===== src/rtl/mod_n_counter_pkg.sv =====
// Shared constants and helpers for the modulo-N counter family (board LED
// counter and 7-seg digit chains).
package mod_n_counter_pkg;

  localparam logic DIR_UP   = 1'b1;
  localparam logic DIR_DOWN = 1'b0;

  localparam int LED_MODULUS   = 12;
  localparam int LED_PRESCALE  = 1;
  localparam int DIGIT_MODULUS = 10;

  typedef enum logic [1:0] {
    OP_HOLD = 2'd0,
    OP_STEP = 2'd1,
    OP_LOAD = 2'd2,
    OP_CLR  = 2'd3
  } cnt_op_e;

  // Per-edge action, clear beats load beats step.
  function automatic cnt_op_e sel_op(input logic clr, input logic load, input logic step);
    if (clr)  return OP_CLR;
    if (load) return OP_LOAD;
    if (step) return OP_STEP;
    return OP_HOLD;
  endfunction

endpackage


===== src/rtl/clk_prescaler.sv =====
// Enable-gated prescaler: emits a one-cycle step every PRESCALE enabled cycles.
// Also used by display refresh logic.
module clk_prescaler #(
  parameter int PRESCALE = 1
) (
  input  logic clk,
  input  logic reset,
  input  logic en,
  input  logic sync_clr,
  output logic step
);

  localparam int            PW   = (PRESCALE > 1) ? $clog2(PRESCALE) : 1;
  localparam logic [PW-1:0] LAST = PW'(PRESCALE - 1);

  if (PRESCALE < 1) begin : g_bad_prescale
    $error("clk_prescaler: PRESCALE must be >= 1");
  end

  logic [PW-1:0] pre;

  // With PRESCALE=1 the phase register stays at zero, so step follows en.
  assign step = en && (pre == LAST);

  always_ff @(posedge clk or negedge reset) begin
    if (!reset)               pre <= '0;
    else if (sync_clr || step) pre <= '0;
    else if (en)              pre <= pre + PW'(1);
  end

endmodule


===== src/rtl/mod_n_counter.sv =====
// Parametrised modulo-N up/down counter with clear, clamped load, prescaled
// enable and cascade carry/borrow for digit chains.
module mod_n_counter
  import mod_n_counter_pkg::*;
#(
  parameter int MODULUS  = LED_MODULUS,
  parameter int WIDTH    = 4,
  parameter int PRESCALE = LED_PRESCALE
) (
  input  logic             clk,
  input  logic             reset,
  input  logic             en,
  input  logic             up,
  input  logic             clr,
  input  logic             load,
  input  logic [WIDTH-1:0] load_val,
  output logic [WIDTH-1:0] count,
  output logic             tc,
  output logic             co
);

  localparam logic [WIDTH-1:0] TOP = WIDTH'(MODULUS - 1);

  if (MODULUS < 2 || (WIDTH < 31 && MODULUS > (1 << WIDTH))) begin : g_bad_params
    $error("mod_n_counter: need 2 <= MODULUS <= 2**WIDTH");
  end

  logic    step;
  cnt_op_e op;

  clk_prescaler #(.PRESCALE(PRESCALE)) u_prescaler (
    .clk      (clk),
    .reset    (reset),
    .en       (en),
    .sync_clr (clr | load),
    .step     (step)
  );

  assign op = sel_op(clr, load, step);

  always_ff @(posedge clk or negedge reset) begin
    if (!reset) begin
      count <= '0;
    end else begin
      unique case (op)
        OP_CLR:  count <= '0;
        OP_LOAD: count <= (load_val > TOP) ? TOP : load_val;
        OP_STEP: begin
          if (up == DIR_DOWN) count <= (count == '0)  ? TOP : count - WIDTH'(1);
          else                count <= (count == TOP) ? '0  : count + WIDTH'(1);
        end
        default: count <= count;
      endcase
    end
  end

  assign tc = (up == DIR_UP) ? (count == TOP) : (count == '0);
  // Gate with reset so a down-counting enabled chain never carries while held in reset.
  assign co = reset && tc && (op == OP_STEP);

endmodule


===== config.mk =====
export PLATFORM = sky130hd
export DESIGN_NAME = mod_n_counter
export DESIGN_NICKNAME = d
export VERILOG_FILES = /design/src/rtl/mod_n_counter_pkg.sv /design/src/rtl/clk_prescaler.sv /design/src/rtl/mod_n_counter.sv
export SDC_FILE = /design/constraint.sdc
export NUM_CORES = 1
export LEC_CHECK = 0
export CAP_MARGIN = 20
export CORE_AREA = 2 2 39 41
export DETAILED_ROUTE_END_ITERATION = 16
export DIE_AREA = 0 0 41 43
export GPL_ROUTABILITY_DRIVEN = 0
export PLACE_DENSITY = 0.68
export SYNTH_ARGS = -nofsm -noshare
export SYNTH_HDL_FRONTEND = slang
export SYNTH_SLANG_ARGS = --single-unit

===== constraint.sdc =====
create_clock -name clk -period 1.54 [get_ports clk]
set_clock_uncertainty 0.2 [all_clocks]
set_input_delay 0.154 -clock clk [delete_from_list [all_inputs] [get_ports clk]]
set_output_delay 0.154 -clock clk [all_outputs]
set_load 0.005 [all_outputs]

Word-level counts from Yosys, hierarchy flattened
Cells that the tools add are included.
W data, S select, Z words.

storage, ports and cells
  logic and storage cells = 39
  output and inout bits = 6
  input port bits = 10
  flip-flop bits (word level) = 5

cells by class
  muxes and demuxes = 20
  $lt $le $gt $ge = 1
  equal/unequal tests = 4
  bitwise logic cells = 2
  $add $sub $neg = 3
  reductions and logical operators = 7

operators with widths
  cell                   number
  $mux W4                4
  $mux W2                6
  $pmux W4 S3            1
  $mux W1                9
  $add A4 B1 Y4 const B  1
  $eq A2 B2 Y1 const B   2
  $eq A4 B4 Y1 const B   1
  $gt A4 B4 Y1 const B   1
  $logic_not A4 Y1       1
  $sub A4 B1 Y4 const B  1
  $logic_and A1 B1 Y1    3
  $reduce_bool A3 Y1     1
  $eq A2 B1 Y1 const B   1
  $reduce_bool A2 Y1     1
  $add A1 B1 Y1 const B  1
  $logic_or A1 B1 Y1     1
  $not A1 Y1             1
  $or A1 B1 Y1           1

Depth between registers and ports, before layout
  depth in word-level cells = 10
  gate-level depth with buffers = 7

By module
From an unflattened synthesis, not the netlist that was laid out.

second synthesis, totals
  cells, all modules = 66
  area total of the unflattened synthesis = 541.8 µm²

modules (own cells, without submodules)
  module         instances  cells each  area each (µm²)  seq. area each (µm²)
  mod_n_counter  1          63          495.5            100.1
  clk_prescaler  1          3           46.3             25.0

Worst setup path before layout
OpenSTA, ideal clock, no wires.

  path type = register to register
  start point = register count[0]
  end point = register count[0]
  setup time = 0.077 ns
  buffers on the path = 1
  stages on the path, launching flop included = 8
  data arrival time = 1.453 ns
  setup slack = -0.191 ns
  cells stage by stage = dfrtp_1 buf_4 inv_1 ha_1 or3b_1 a21oi_1 o21ai_1 a21oi_1

on the way
  longest elaborated chain between the ends = 4
  elaborated cells on any way between the ends = 8
  those cells by class = 2 x add/sub; 1 x eq/ne; 4 x mux; 1 x reduce/logical

ends and longest elaborated chain
  element                                      line                                      text
  from (decl)                                  mod_n_counter.sv:17                       output logic [WIDTH-1:0] count,
  from (signal assigned)                       mod_n_counter.sv:47                       OP_LOAD: count <= (load_val > TOP) ? TOP : load_val;
  from (signal assigned)                       mod_n_counter.sv:49                       if (up == DIR_DOWN) count <= (count == '0) ? TOP : count - WIDTH'(1);
  from (signal assigned)                       mod_n_counter.sv:50                       else count <= (count == TOP) ? '0 : count + WIDTH'(1);
  $sub A4 B1 Y4, or another cell as far along  mod_n_counter.sv:49
  $mux W4 (on tied branches)                   mod_n_counter.sv:49, mod_n_counter.sv:50
  $mux W4 *                                    mod_n_counter.sv:49
  $pmux W4 S3 *                                mod_n_counter.sv:45                       unique case (op)

Mark *: on every way between the ends. The rest lies on a longest branch, timed or not.
A chain may end at the register's enable or synchronous reset.

Worst setup path after layout
  start point = register count[0]
  end point = output co

on the way
  longest elaborated chain between the ends = 4
  elaborated cells on any way between the ends = 5
  those cells by class = 1 x eq/ne; 1 x mux; 3 x reduce/logical

ends and longest elaborated chain
  element                                                  line                 text
  $eq A4 B4 Y1 / $logic_not A4 Y1 (equally long branches)  mod_n_counter.sv:57  assign tc = (up == DIR_UP) ? (count == TOP) : (count == '0);
  $mux W1 *                                                mod_n_counter.sv:57
  $logic_and A1 B1 Y1 * (2 in a row)                       mod_n_counter.sv:59  assign co = reset && tc && (op == OP_STEP);
  to (decl)                                                mod_n_counter.sv:19  output logic co

Marked as above.

==> impl_metrics.toml <==
[outcome]
status = "finished with violations"
failed_checks = "negative setup slack"

[power]
clockPowerShare = 0.281
leakage_uw = 0.000368
peakVddDrop_v = 0.000419
combPwrFrac = 0.443
p_int_uw = 380
seq_power_share = 0.276
swShare = 0.297
power_uw = 540
power.density_mw_per_mm2 = 649
p_switching_uw = 161

[synthesis]
netlist_area_um2 = 477
avgSynthCellArea_um2 = 8.22
synth_top_family_by_area = "simple AND/OR/NAND/NOR gates"
synth.most_common_cell = "a21oi_1"
synthMuxAreaShare = 0.0210
synth_cell_types = 28
synthSimpleGateAreaFrac = 0.273
synth_seq_area_share = 0.262
synth_flop_cell = "dfrtp_1"
synth_area_leaders = "dfrtp_1 (26%), a21oi_1 (10%), ha_1 (5.2%), buf_6 (4.7%), nor2_1 (3.9%)"
synth-xor-area-share = 0.0367
ys_async_sr_fraction = 1.00
yosys_warnings = 0
synth_cells = 58
synth.top_cells.by_count = "a21oi_1 (10), dfrtp_1 (5), nor2_1 (5)"
synth_top_cell_area_share = 0.262
synth_compound_gate_area_share = 0.268
synth_fa_ha_area_frac = 0.0525
synth-edff-count = 0
yosys.area.top_type = "dfrtp_1"
synth_seq_cells = 5
syn_nets = 70

[grt]
grt_pass1_vias = 545
grt_pass1_wl_um = 2240
antenna_found_initial = 0
grt_overflow = 0
gr-usage-all-layers = 0.189
grt_max_degree = 10

[clocking]
ctsHoldBuffers = 0
cts_buffers = 3
root_buffer = "clkbuf_4"
clk-insertion-delay-late_ns = 0.24
htreeDepth = 1
clk_pin_slew_ns = 0.05
cts_tree = "built"
clock_path_buffers = 2
clock-sinks = 5

[final_layout]
nets = 108
fin_cells = 111
final_util = 0.601
drive_above_1_share = 0.400
area_delta_synth_final_pct = 74.5
num_antenna_cells = 0

[timing]
finalCritPeriodShare = 1.18
fin_setup_tns_ns = -0.974
max_slew.worst_pin.slew_ns = 0.295
relSlewSlack = 0.802
fin_crit_ns = 1.82
rsz0062_at_grt = "yes"
setup_viol = 6
finalHoldViolations = 0
layout_setup_ws_ns = -0.276
fmax_ghz = 0.551
slew_viol_final = 0

[critical_path]
cp_cell_sequence = "inv_2 > ha_4 > nor3b_2 > a31oi_1 > nor2_1 > and4_1 > buf_2"
endpoint = "co"
critPathCaptureType = "output pin"
worstSetupStartpoint = "count[0]$_DFFE_PN0P_"
rr_startpoint = "count[1]$_DFFE_PN0P_"
path_buf_inv = 2
required_ns = 1.19
worst-path-stages = 7
slowest_stage = "dfrtp_1"
r2r_end = "count[3]$_DFFE_PN0P_"
crit_type = "flop to output pin"
critical_path.max_stage_delay_ns = 0.39
worstRegToRegCells = 7
rrSetupSlack_ns = -0.15
worstPathArrival_ns = 1.46
setup.worst_path.start_class = "flop"
crit_family = "flip-flops"
critPathMaxFanout = 4

[drt]
viasPerCell = 5.19
totalWireLength_um = 1390
ant_nets = 0
num_vias = 576
drtIter0Drc = 2
wire_per_inst_um = 12.5
drtPass1Iterations = 4
remaining_drc_errors = 0

[run]
max_cap_viol_count = 0

[placement]
portBuffers = 15
preCtsSetupSlack_ns = -0.461
dp_hpwl_um = 996
placed_cells = 103

[floorplanning]
core_area_mm2 = 0.00138
io_pins = 16
initial_core_util = 0.344
die_w_um = 41
dieArea_mm2 = 0.00176
fp-row-count = 14
die_h_um = 43

[min_path]
hold_class = "input port to asynchronous set/reset pin"
==> registers in the layout (all words and copies together) (netlist names) <==
signal,count
count,4
u_prescaler.pre,1
==> placed cells by master, fill, tap and decap left out, drive strengths merged <==
cell type	instances
nor2	5
and2b	1
o21bai	1
buf	23
dfrtp	5
o21ai	4
a32oi	1
a31oi	1
clkdlybuf4s15	1
o21ba	1
xnor2	2
o211ai	1
nor3b	2
or3b	3
nand3b	2
dlygate4sd2	2
mux2i	1
ha	2
nor3	1
nand2b	2
nor4b	1
clkdlybuf4s50	10
o311ai	1
inv	3
nand2	3
a21oi	10
clkbuf	4
and4	1
o32ai	1
==> cells by family after synthesis <==
kind of cell	count (synthesis)
mux	1
xor+xnor	2
flops	5
fa+ha+maj	2
compound gates	21
buf+inv	6
simple gates	21
==> per-stage QoR <==
step	instance area (µm²)	hold slack, ns
after detailed placement	762	0.263
final	832	0.0157
after global placement	762	0.286
after CTS	826	0.0133
after global routing	832	0.0176
after floorplan	498	-0.342
==> worst min path at each step <==
stage                                        to  slack, ns
finish                     count[2]$_DFFE_PN0P_       0.02
global route        u_prescaler.pre$_DFFE_PN0P_       0.02
CTS                 u_prescaler.pre$_DFFE_PN0P_       0.01
detailed placement         count[3]$_DFFE_PN0P_       0.26
global placement           count[3]$_DFFE_PN0P_       0.29
floorplan                  count[0]$_DFFE_PN0P_      -0.34
==> power by group through the flow <==
| stage | Combinational (µW) | Clock [µW] | Sequential [µW] |
|---|---|---|---|
| 2_1_floorplan | 106 | 0 | 153 |
| 3_3_place_gp | 211 | 0 | 150 |
| 3_5_place_dp | 213 | 0 | 151 |
| 4_1_cts | 233 | 154 | 149 |
| 5_1_grt | 260 | 163 | 150 |
| 6_report | 239 | 152 | 149 |
==> worst register-to-register path, cell delays in order (launching register included) <==
cell and delay (ns):
dfrtp_1 0.40, inv_2 0.08, ha_4 0.13, buf_4 0.11, o21bai_1 0.10, a21oi_1 0.08, o21ba_2 0.22, o32ai_2 0.27
==> routing by layer <==
metal	up-vias	wire, µm	global-route usage
met5	-	0	0
met4	0	82	0.167
met3	10	93	0.0314
met2	27	669	0.291
met1	252	543	0.206
li1	287	-	-
==> layout make-up <==
class                   count  area [µm²]
fillers                   114         552
clock buffers               4        26.3
flip-flops and latches      5         125
multi-input cells          47         344
inverters                   3        11.3
well taps                  16        20.0
repair buffers             36         305
==> what timing repair did <==
action / CTS / global route
cloned: 0 / 0
pin swaps: 5 / 6
gates resized for setup: 17 / 4
hold endpoints to repair: 0 / 0
setup endpoints to repair: 9 / 7
buffers inserted: 4 / 1
Power figures use the tool's default switching activity.
